`config.mk`:
```
export PLATFORM = sky130hd
export DESIGN_NAME = regfile_wb_arbiter
export DESIGN_NICKNAME = d
export VERILOG_FILES = /design/src/rtl/regfile_wb_arbiter.sv
export SDC_FILE = /design/constraint.sdc
export NUM_CORES = 1
export LEC_CHECK = 0
export CORE_MARGIN = 1.5
export CORE_UTILIZATION = 39
export CTS_CLUSTER_DIAMETER = 120
export DETAILED_ROUTE_END_ITERATION = 16
export HOLD_SLACK_MARGIN = 0.1
export PLACE_DENSITY = 0.91
export RECOVER_POWER = 25
export SYNTH_ARGS = -nofsm -noshare
export SYNTH_HDL_FRONTEND = slang
export SYNTH_SLANG_ARGS = --single-unit
```
`constraint.sdc`:
```
create_clock -name clk -period 5.3 [get_ports clk]
set_clock_uncertainty 0.2 [all_clocks]
set_input_delay 0.53 -clock clk [delete_from_list [all_inputs] [get_ports clk]]
set_output_delay 0.53 -clock clk [all_outputs]
set_load 0.005 [all_outputs]
```
`src/rtl/regfile_wb_arbiter.sv`:
```
// Round-robin writeback arbiter in front of a register-file write port.
// Writes to index 0 are accepted but never reach wr_en; they are counted
// on a saturating drop counter instead.
module regfile_wb_arbiter #(
  parameter int unsigned NUM_REQ = 3,
  parameter int unsigned DATA_W  = 32,
  parameter int unsigned ADDR_W  = 5
) (
  input  logic                      clk,
  input  logic                      reset,
  input  logic                      wb_stall,
  input  logic [NUM_REQ-1:0]        req_valid,
  input  logic [NUM_REQ*ADDR_W-1:0] req_addr,
  input  logic [NUM_REQ*DATA_W-1:0] req_data,
  output logic [NUM_REQ-1:0]        req_ready,
  output logic                      wr_en,
  output logic [ADDR_W-1:0]         wr_addr,
  output logic [DATA_W-1:0]         wr_data,
  output logic [1:0]                grant_id,
  output logic [7:0]                drop_cnt
);

  localparam int unsigned PTR_W = 2;

  logic [PTR_W-1:0]  ptr_q, ptr_d;
  logic              wr_en_q, wr_en_d;
  logic [ADDR_W-1:0] wr_addr_q, wr_addr_d;
  logic [DATA_W-1:0] wr_data_q, wr_data_d;
  logic [1:0]        grant_q, grant_d;
  logic [7:0]        drop_q, drop_d;

  logic              found;
  logic [PTR_W-1:0]  sel;
  logic              xfer;
  logic [ADDR_W-1:0] sel_addr;
  logic [DATA_W-1:0] sel_data;

  // First valid requester searching upward from ptr+1 with wrap-around.
  always_comb begin
    found = 1'b0;
    sel   = '0;
    for (int unsigned k = 1; k <= NUM_REQ; k++) begin
      int unsigned j;
      j = 32'(ptr_q) + k;
      if (j >= NUM_REQ) j = j - NUM_REQ;
      if (!found && req_valid[PTR_W'(j)]) begin
        found = 1'b1;
        sel   = PTR_W'(j);
      end
    end
  end

  // Acceptance is suppressed by stall and by reset.
  always_comb begin
    xfer      = found && !wb_stall && !reset;
    req_ready = xfer ? (NUM_REQ'(1) << sel) : '0;
    sel_addr  = req_addr[32'(sel)*ADDR_W +: ADDR_W];
    sel_data  = req_data[32'(sel)*DATA_W +: DATA_W];
  end

  // Next-state for pointer, write port and drop counter.
  always_comb begin
    ptr_d     = ptr_q;
    wr_en_d   = 1'b0;
    wr_addr_d = wr_addr_q;
    wr_data_d = wr_data_q;
    grant_d   = grant_q;
    drop_d    = drop_q;
    if (xfer) begin
      ptr_d   = sel;
      grant_d = 2'(sel);
      if (sel_addr != '0) begin
        wr_en_d   = 1'b1;
        wr_addr_d = sel_addr;
        wr_data_d = sel_data;
      end else if (drop_q != 8'hFF) begin
        drop_d = drop_q + 8'd1;
      end
    end
  end

  // State registers; reset leaves requester 0 with first priority.
  always_ff @(posedge clk) begin
    if (reset) begin
      ptr_q     <= PTR_W'(NUM_REQ - 1);
      wr_en_q   <= 1'b0;
      wr_addr_q <= '0;
      wr_data_q <= '0;
      grant_q   <= '0;
      drop_q    <= '0;
    end else begin
      ptr_q     <= ptr_d;
      wr_en_q   <= wr_en_d;
      wr_addr_q <= wr_addr_d;
      wr_data_q <= wr_data_d;
      grant_q   <= grant_d;
      drop_q    <= drop_d;
    end
  end

  assign wr_en    = wr_en_q;
  assign wr_addr  = wr_addr_q;
  assign wr_data  = wr_data_q;
  assign grant_id = grant_q;
  assign drop_cnt = drop_q;

endmodule

```
==> impl_metrics.yaml <==
power_and_ir_drop:
  peakVddDrop_mv: 0.172
  leakagePower_uw: 0.00192
  powerDensity_nw_per_um2: 327
timing:
  timing.hold.ws_ns: 0.264
  fin_crit_sh_pct: 89.4
  tightest_slew_ns: 0.912
  slew_headroom_pct: 39.2
  min_period_ns: 4.74
  setup_tns_ns: 0
  setup_violations: 0
  hold_viol: 0
  max_freq_mhz: 211
  grt_setup_unrepaired: "false"
  timing_max_transition_violations_final: 0
worst_setup_path:
  crit_arrival_ns: 4.76
  crit_chain: "inv_1 -> ha_1 -> nand2_2 -> or4b_1 -> and2_2 -> or4_4 -> a21boi_4 -> a2111o_1 -> or4_1 -> a21oi_1"
  cp-start-kind: "flip-flop"
  endpoint_kind: "flip-flop"
  critPathRequiredTime_ns: 5.32
  cp_slowest_cell: "a2111o_1"
  cp_slowest_stage_delay_ns: 0.77
  crit_type: "flip-flop to flip-flop"
  worst-path-max-fanout: 38
  r2r_slack_ns: 0.56
synth:
  synthMuxAreaShare_pct: 11.1
  synth_fa_ha_area_share_pct: 2.03
  synth_edf_count: 0
  synth_cell_type_count: 50
  yosysWarnings: 0
  yosys.area.top_type: "dfxtp_1"
  syn_area_um2: 3080
  synth_top_area_share_pct: 31.9
  yosys-top-cells-count: "49 x dfxtp_1, 46 x nand2_1, 45 x a21oi_1, 45 x nor2_1, 36 x o21ai_0"
  synthSimpleGateAreaFrac_pct: 25.4
  synth-seq-area-share_pct: 31.9
  syn_inst: 414
  ys_ff_latch: 49
  syn_area_per_cell_um2: 7.43
  synthMostInstantiatedCell: "dfxtp_1"
  synth_xor_area_share_pct: 0
  ys.flop_type: "dfxtp_1"
  synthTopCellsByArea: "dfxtp_1 32%, mux2i_1 11%, a21oi_1 7.3%, nand4_1 6.7%, o21ai_0 5.9%"
  synth.net_count: 536
  async_flop_share_pct: 0
  synth_top_family_by_area: "simple AND/OR/NAND/NOR gates"
  synth-compound-area-share_pct: 23.7
hold_path:
  hold_path_class: "flip-flop to flip-flop"
route:
  drc: 0
  post_drt_wl_per_cell_um: 15.5
  drt_pass1_iterations: 4
  via_per_inst: 5.54
  routed_wl_mm: 10.2
  antenna_left: 0
  drt_iter0_markers: 199
  vias: 3654
flow_run:
  drv_cap: 0
clock_network:
  numCtsBuffers: 5
  ctsHoldBuffers: 0
  clockBufferDepth: 2
  cts_setup_buffers: 0
  clk_pin_slew_ns: 0.09
  cts_tree: "done"
  clock_latency_ns: 0.29
  h-tree-depth: 2
  post_cts_resize_count: 0
  cts_root_buf: "clkbuf_8"
  numClockSinks: 49
grt:
  grt_usage_pct: 22.8
  antenna_found_initial: 0
  globalRouteOverflowTotal: 0
  grt_max_degree: 68
  grt_pass1_wl_mm: 15.6
  first_global_vias: 3397
floorplan:
  pin_count: 168
  dieHeight_um: 91.8
  dieArea_um2: 8430
  rows: 32
  initial_core_util_pct: 40.0
  die_width_um: 91.8
  coreArea_um2: 7690
layout:
  syn2layout_area_growth_pct: 58.9
  drive_above_1_share_pct: 5.03
  sequential_cell_area_um2: 981
  design_area_um2: 4890
  fillers: 655
  multi_input_area_um2: 1950
  diodes: 0
  nNetsFinal: 678
placed_design:
  place_area_um2: 4790
  place_hpwl_mm: 7.79
  placement.io_buffers: 167
  gp_congestion: 0.864
outcome:
  status: "complete, no violations"
==> where the power goes <==
part | internal (uW) | switching, uW
Clock | 106 | 125
Sequential | 447 | 43.9
Combinational | 422 | 454
Total | 975 | 623
==> metal layers <==
layer  GRT usage, %  up-vias  wire length, um
met3           5.56       14              715
li1               -     1801                -
met2           40.8      162             5180
met1           26.6     1677             4110
met5              0        -                0
met4           7.18        0              184
==> cells by family after synthesis <==
kind of cell,after synthesis
adder cells (fa/ha/maj),5
buffers and inverters,44
AO/OA/AOI/OAI,121
AND/OR/NAND/NOR,161
multiplexers,34
flip-flops,49
==> cells in the final DEF (no fill, tap or decap), types with 6 or more instances in the layout <==
| master | n |
|---|---|
| clkdlybuf4s50_1 | 142 |
| mux2i_1 | 33 |
| nand4_1 | 33 |
| dlygate4sd3_1 | 25 |
| o21ai_0 | 36 |
| a21oi_1 | 44 |
| dfxtp_1 | 49 |
| nor2_1 | 44 |
| o211ai_1 | 7 |
| clkbuf_8 | 6 |
| nand3_1 | 11 |
| nand2_1 | 46 |
| buf_4 | 6 |
==> per-stage QoR <==
stage / worst slack [ns] / power, uW / std cells / utilization [%]
after floorplan: 1.57 / 1010 / 414 / -
after global placement: 0.792 / 1360 / 651 / 62.4
after detailed placement: 0.639 / 1390 / 651 / 62.4
after CTS: 0.591 / 1620 / 659 / 63.6
after global routing: 0.199 / 1690 / 659 / 63.6
final: 0.560 / 1600 / 659 / 63.6
==> area by class of cell <==
type                    count  share of cell area, %
well taps                 102                   2.61
repair buffers            173                   35.1
multi-input cells         321                   39.8
clock buffers               6                   1.69
flip-flops and latches     49                   20.1
clock inverters             2                  0.281
inverters                   6                  0.461
==> critical path, delay by kind of cell (launching register included) <==
kind,cells,cell delay (ns)
AOI/OAI and AO/OA,3,1.09
adders and majority gates,1,0.59
buffers and inverters,1,0.13
DFF,1,0.48
and+or+nand+nor,5,2.16
==> registers in the layout (all words and copies together) (netlist names) <==
register	flops
drop_cnt	8
grant_id	1
ptr_q	2
wr_addr	5
wr_data	32
wr_en	1
==> final timing paths <==
path / from / endpoint / depth (start not counted)
setup / recovery: ptr_q[0] / drop_cnt[5] / 10
hold / removal: wr_data[12] / wr_data[12] / 2
setup reg to reg: ptr_q[0] / drop_cnt[5] / 10
hold reg to reg: wr_data[12] / wr_data[12] / 2
Power figures use the tool's default switching activity.
